===== config.mk =====
export PLATFORM = sky130hd
export DESIGN_NAME = cpu_step_ctrl
export DESIGN_NICKNAME = d
export VERILOG_FILES = /design/src/rtl/rvcpu_clk_pkg.sv /design/src/rtl/cpu_step_ctrl_input_debouncer.sv /design/src/rtl/cpu_step_ctrl.sv
export SDC_FILE = /design/constraint.sdc
export NUM_CORES = 1
export LEC_CHECK = 0
export BUFFER_PORTS_ARGS = -buffer_cell sky130_fd_sc_hd__buf_2
export CAP_MARGIN = 20
export CELL_PAD_IN_SITES_DETAIL_PLACEMENT = 1
export CELL_PAD_IN_SITES_GLOBAL_PLACEMENT = 1
export CORE_ASPECT_RATIO = 0.75
export CORE_MARGIN = 5
export CORE_UTILIZATION = 33
export CTS_CLUSTER_SIZE = 16
export DETAILED_ROUTE_END_ITERATION = 6
export PLACE_DENSITY = 0.6
export SETUP_SLACK_MARGIN = 0.2
export SKIP_CTS_REPAIR_TIMING = 1
export SYNTH_ARGS = -nofsm -noshare
export SYNTH_HDL_FRONTEND = slang
export SYNTH_SLANG_ARGS = --single-unit
export TNS_END_PERCENT = 1

===== constraint.sdc =====
create_clock -name clk -period 7.4 [get_ports clk]
set_input_delay 0.74 -clock clk [delete_from_list [all_inputs] [get_ports clk]]
set_output_delay 0.74 -clock clk [all_outputs]
set_load 0.05 [all_outputs]

===== src/rtl/rvcpu_clk_pkg.sv =====
// Shared types and constants for the CPU run/halt/step clock-enable controller.
package rvcpu_clk_pkg;

  // Controller state; the encoding doubles as the externally visible mode.
  typedef enum logic [1:0] {
    ST_HALT = 2'b00,
    ST_RUN  = 2'b01,
    ST_STEP = 2'b10
  } step_state_t;

  localparam logic [1:0] MODE_HALT = ST_HALT;
  localparam logic [1:0] MODE_RUN  = ST_RUN;
  localparam logic [1:0] MODE_STEP = ST_STEP;

  localparam logic [31:0] DIV_DEFAULT_C      = 32'd100_000_000;
  localparam logic [31:0] DEBOUNCE_DEFAULT_C = 32'd1_000_000;

  // A zero divisor would never reach terminal count, so treat it as 1.
  function automatic logic [31:0] div_effective(input logic [31:0] div);
    return (div == 32'd0) ? 32'd1 : div;
  endfunction

endpackage


===== src/rtl/cpu_step_ctrl_input_debouncer.sv =====
// Two-flop synchronizer followed by a stable-count debouncer for one raw input.
module input_debouncer
  import rvcpu_clk_pkg::*;
#(
  parameter logic [31:0] DEBOUNCE_CYCLES = DEBOUNCE_DEFAULT_C
) (
  input  logic clk,
  input  logic rst,
  input  logic raw_in,
  output logic db_out
);

  logic        sync1_q, sync1_d;
  logic        sync2_q, sync2_d;
  logic        db_q, db_d;
  logic [31:0] db_cnt_q, db_cnt_d;

  // Next-state: count consecutive cycles where the synchronized input disagrees
  // with the accepted level; any agreeing cycle restarts the count.
  always_comb begin
    sync1_d  = raw_in;
    sync2_d  = sync1_q;
    db_d     = db_q;
    db_cnt_d = db_cnt_q;
    if (sync2_q == db_q) begin
      db_cnt_d = 32'd0;
    end else if (db_cnt_q == DEBOUNCE_CYCLES - 32'd1) begin
      db_d     = sync2_q;
      db_cnt_d = 32'd0;
    end else begin
      db_cnt_d = db_cnt_q + 32'd1;
    end
  end

  // Synchronizer and debounce state registers.
  always_ff @(posedge clk or posedge rst) begin
    if (rst) begin
      sync1_q  <= 1'b0;
      sync2_q  <= 1'b0;
      db_q     <= 1'b0;
      db_cnt_q <= 32'd0;
    end else begin
      sync1_q  <= sync1_d;
      sync2_q  <= sync2_d;
      db_q     <= db_d;
      db_cnt_q <= db_cnt_d;
    end
  end

  assign db_out = db_q;

endmodule


===== src/rtl/cpu_step_ctrl.sv =====
// Run/halt/single-step controller: issues one-cycle clock-enable pulses to the
// CPU core, either periodically (RUN) or once per step button press (STEP).
module cpu_step_ctrl
  import rvcpu_clk_pkg::*;
#(
  parameter logic [31:0] DIV_DEFAULT     = DIV_DEFAULT_C,
  parameter logic [31:0] DEBOUNCE_CYCLES = DEBOUNCE_DEFAULT_C
) (
  input  logic        clk,
  input  logic        rst,
  input  logic        run_sw,
  input  logic        step_btn,
  input  logic        halt_req,
  input  logic        div_wr,
  input  logic [31:0] div_data,
  output logic        cpu_en,
  output logic [1:0]  mode,
  output logic [31:0] tick_count
);

  logic        run_db;
  logic        step_db;
  logic        step_db_q, step_db_d;
  logic        step_evt;

  step_state_t state_q, state_d;
  logic        cpu_en_q, cpu_en_d;
  logic [31:0] tick_count_q, tick_count_d;
  logic [31:0] div_q, div_d;
  logic [31:0] run_cnt_q, run_cnt_d;
  logic        halt_lat_q, halt_lat_d;
  logic [31:0] div_eff;
  logic        run_tc;

  input_debouncer #(.DEBOUNCE_CYCLES(DEBOUNCE_CYCLES)) u_run_db (
    .clk    (clk),
    .rst    (rst),
    .raw_in (run_sw),
    .db_out (run_db)
  );

  input_debouncer #(.DEBOUNCE_CYCLES(DEBOUNCE_CYCLES)) u_step_db (
    .clk    (clk),
    .rst    (rst),
    .raw_in (step_btn),
    .db_out (step_db)
  );

  assign step_evt = step_db & ~step_db_q;
  assign div_eff  = div_effective(div_q);
  assign run_tc   = (run_cnt_q == div_eff - 32'd1);

  // FSM next-state plus divisor, run counter, halt latch and tick counter updates.
  always_comb begin
    state_d      = state_q;
    cpu_en_d     = 1'b0;
    run_cnt_d    = run_cnt_q;
    halt_lat_d   = halt_lat_q;
    div_d        = div_q;
    step_db_d    = step_db;
    tick_count_d = tick_count_q + {31'd0, cpu_en_q};

    case (state_q)
      ST_HALT: begin
        if (run_db && !halt_lat_q) begin
          state_d   = ST_RUN;
          run_cnt_d = 32'd0;
        end else if (step_evt) begin
          state_d  = ST_STEP;
          cpu_en_d = 1'b1;
        end
      end
      ST_RUN: begin
        if (halt_req) begin
          state_d    = ST_HALT;
          halt_lat_d = 1'b1;
        end else if (!run_db) begin
          state_d = ST_HALT;
        end else if (run_tc) begin
          // A divisor write in the same cycle restarts the period instead.
          cpu_en_d  = !div_wr;
          run_cnt_d = 32'd0;
        end else begin
          run_cnt_d = run_cnt_q + 32'd1;
        end
      end
      ST_STEP: begin
        state_d = ST_HALT;
        if (halt_req) halt_lat_d = 1'b1;
      end
      default: state_d = ST_HALT;
    endcase

    if (div_wr) begin
      div_d     = div_data;
      run_cnt_d = 32'd0;
    end

    // Switching run off re-arms RUN after a core-requested halt.
    if (!run_db) halt_lat_d = 1'b0;
  end

  // Controller state registers.
  always_ff @(posedge clk or posedge rst) begin
    if (rst) begin
      state_q      <= ST_HALT;
      cpu_en_q     <= 1'b0;
      tick_count_q <= 32'd0;
      div_q        <= DIV_DEFAULT;
      run_cnt_q    <= 32'd0;
      halt_lat_q   <= 1'b0;
      step_db_q    <= 1'b0;
    end else begin
      state_q      <= state_d;
      cpu_en_q     <= cpu_en_d;
      tick_count_q <= tick_count_d;
      div_q        <= div_d;
      run_cnt_q    <= run_cnt_d;
      halt_lat_q   <= halt_lat_d;
      step_db_q    <= step_db_d;
    end
  end

  assign cpu_en     = cpu_en_q;
  assign mode       = state_q;
  assign tick_count = tick_count_q;

endmodule

==> out/metrics.yaml <==
status: "complete, no violations"
syn_area_um2: 9050
cp.arrival_ps: 5360
power_frac_clock_pct: 44.8
drive_above_1_share_pct: 16.6
seq_area_um2: 4290
htreeDepth: 4
p_switching_uw: 528
tightest_slew_ps: 833
crit_path_max_fanout: 44
yosysTopAreaCellShare_pct: 44.0
slew_viol_final: 0
yosys.area.top_type: "dfrtp_1"
drc: 0
leakage_nw: 4.43
die_y_um: 153
yosysUniqueCellTypes: 57
dpl.hpwl_um: 17300
vias: 7223
hold_violations: 0
finalSetupViolations: 0
max_freq_mhz: 198
area_delta_synth_final_pct: 14.1
grt_first_pass_wirelength_um: 40200
layout_common_cells: "159 x dfrtp_1, 102 x nor2_1, 80 x nand3_1"
reg2reg_to: "run_cnt_q[14]"
syn_nets: 983
finalCriticalPeriod_ps: 5050
synthCells: 937
grt_antenna_before_repair: 0
slew_headroom_pct: 44.4
p_seq_share_pct: 48.3
endpoint_kind: "flop"
pin_count: 73
power.density_nw_per_um2: 199
viasPerCell: 5.31
p_int_mw: 1.53
fin_area_um2: 10300
clk-insertion-delay-late_ps: 430
period_share_pct: 68.2
netSwitchingFraction_pct: 25.7
grt_overflow_total: 0
holdCritStartpoint: "u_run_db.sync1_q"
setup_ws_ps: 2350
cts_buffer_depth: 2
first_pass_iters: 4
worst_setup_path_start_kind: "flop"
r2r-start: "div_q[16]"
skew_ps: 9.84
min_to: "u_run_db.sync2_q"
p_comb_share_pct: 6.9
cts-root-buf: "clkbuf_16"
async_reset_ff_share_pct: 100
clkTransAtPathRegs_ps: 70
final_common_cell: "dfrtp_1"
dp_worst_setup_slack_ps: 2360
gp_congestion: 0.815
diodes: 0
vdd_ir_drop_max_mv: 0.149
fillCellCount: 3095
cts_sinks: 171
timing.hold.worst_path_depth: 0
ant_nets: 0
synth_area_leaders: "dfrtp_1 44%, xor2_1 6.0%, xnor2_1 5.4%"
hold-worst-slack_ps: 356
ys_seq_area_share_pct: 47.5
grt_use_total_pct: 16.0
multi_input_area_um2: 4510
ys_ff_latch: 171
place_area_um2: 9730
synth-main-ff-cell: "dfrtp_1"
min_path_type: "reg -> reg"
dr.first_iter.drc_count: 453
dieWidth_um: 201
synth_edf_count: 0
routed_wl_um: 24300
numPortBuffers: 72
grt_pass1_vias: 7202
die-area_um2: 30900
grt_max_degree: 86
rsz0062_at_grt: "false"
routedWlPerCell_um: 17.9
start_util_pct: 33.5
yosys_warnings: 0
avgSynthCellArea_um2: 9.66
cts_tree: "built"
nNetsFinal: 1042
final_core_util_pct: 38.2
numCtsBuffers: 17
drv_cap: 0
r2r_cells: 14
reg2reg_slack_ps: 2350
required_ps: 7720
num_rows: 52
crit_type: "reg -> reg"
tns_ps: 0
core_region_area_um2: 27000
[worst max path at each step]
stage                          from       endpoint  slack, ps  cells past startpoint
after CTS                 div_q[16]  run_cnt_q[14]       2340                     14
after global placement    div_q[13]  run_cnt_q[14]       2550                     14
after detailed placement  div_q[16]  run_cnt_q[14]       2360                     14
final                     div_q[16]  run_cnt_q[14]       2350                     14
after floorplan                 rst         cpu_en       2050                      1
after global routing      div_q[16]  run_cnt_q[14]       1900                     14
[sequential cells by signal, indices dropped and copies added (netlist names)]
name / cells
div_q: 32
run_cnt_q: 32
tick_count: 32
u_run_db.db_cnt_q: 32
u_step_db.db_cnt_q: 32
mode: 2
cpu_en: 1
halt_lat_q: 1
step_db_q: 1
u_run_db.db_out: 1
u_run_db.sync1_q: 1
u_run_db.sync2_q: 1
u_step_db.db_out: 1
u_step_db.sync1_q: 1
u_step_db.sync2_q: 1
[cells by family after synthesis]
kind of cell | share of synthesized area (%)
AOI/OAI and AO/OA | 8.56
xor gates and xnor gates | 11.4
and+or+nand+nor | 24.5
buffers and inverters | 2.71
DFF | 47.5
adders and majority gates | 1.11
muxes | 4.29
[through the flow]
stage / cells / power [mW]
2_1_floorplan: 937 / 1.10
3_3_place_gp: 1328 / 1.15
3_5_place_dp: 1328 / 1.15
4_1_cts: 1360 / 2.09
5_1_grt: 1360 / 2.15
6_report: 1360 / 2.05
[critical path: stages (launching register included)]
cell and delay (ps):
dfstp_2 580, or4_1 240, nor4_1 120, a41oi_1 340
ha_1 280, nor3b_1 510, nand3_1 520, or4_1 610
a211oi_1 310, nand4b_1 150, nor4b_2 380, a21boi_4 90
buf_4 270, and3_1 230, a221o_1 250
[synthesized netlist by cell type, drive strengths merged (2+ instances only)]
cell type	instances
o31ai	3
and3	35
xnor2	56
xor2	62
nand3b	6
o311ai	18
ha	8
dfrtp	159
a21oi	24
or2	11
nor2b	3
a311oi	5
a21o	6
buf	9
clkbuf	28
nand4b	3
inv	22
nor4b	7
nand3	80
or4	8
a31oi	7
and2	2
a31o	2
nor4	18
o22ai	3
mux2i	5
a22o	7
o21a	2
nor3b	2
mux2	30
or3	24
and4	5
nand2b	3
nor2	102
nand2	78
nand4	25
o21ai	26
dfstp	12
a221o	2
nor3	21
[cell type report]
class                      instances  share of cell area [%]
timing repair buffer              77                    3.85
clock buffer                      19                    4.19
sequential                       171                    41.6
tap                              351                    4.25
inverter                          22                   0.848
multi-input combinational        707                    43.7
clock inverter                    13                    1.54
[power groups by stage]
stage          clock network [mW]  logic, mW  registers, mW
6_report                    0.920      0.142          0.992
5_1_grt                     0.993      0.161          0.996
4_1_cts                     0.949      0.145          0.992
3_5_place_dp                    0      0.144           1.01
3_3_place_gp                    0      0.144           1.01
2_1_floorplan                   0      0.106          0.999
[layer usage]
layer  wire [um]  track usage [%]  vias up
met5           0                0        -
met4         110             2.73        0
met3         967             3.56        8
met2       10300             22.9       91
met1       13000             24.9     3656
li1            -                -     3468
Note: power is estimated with default switching activity, not from simulation.
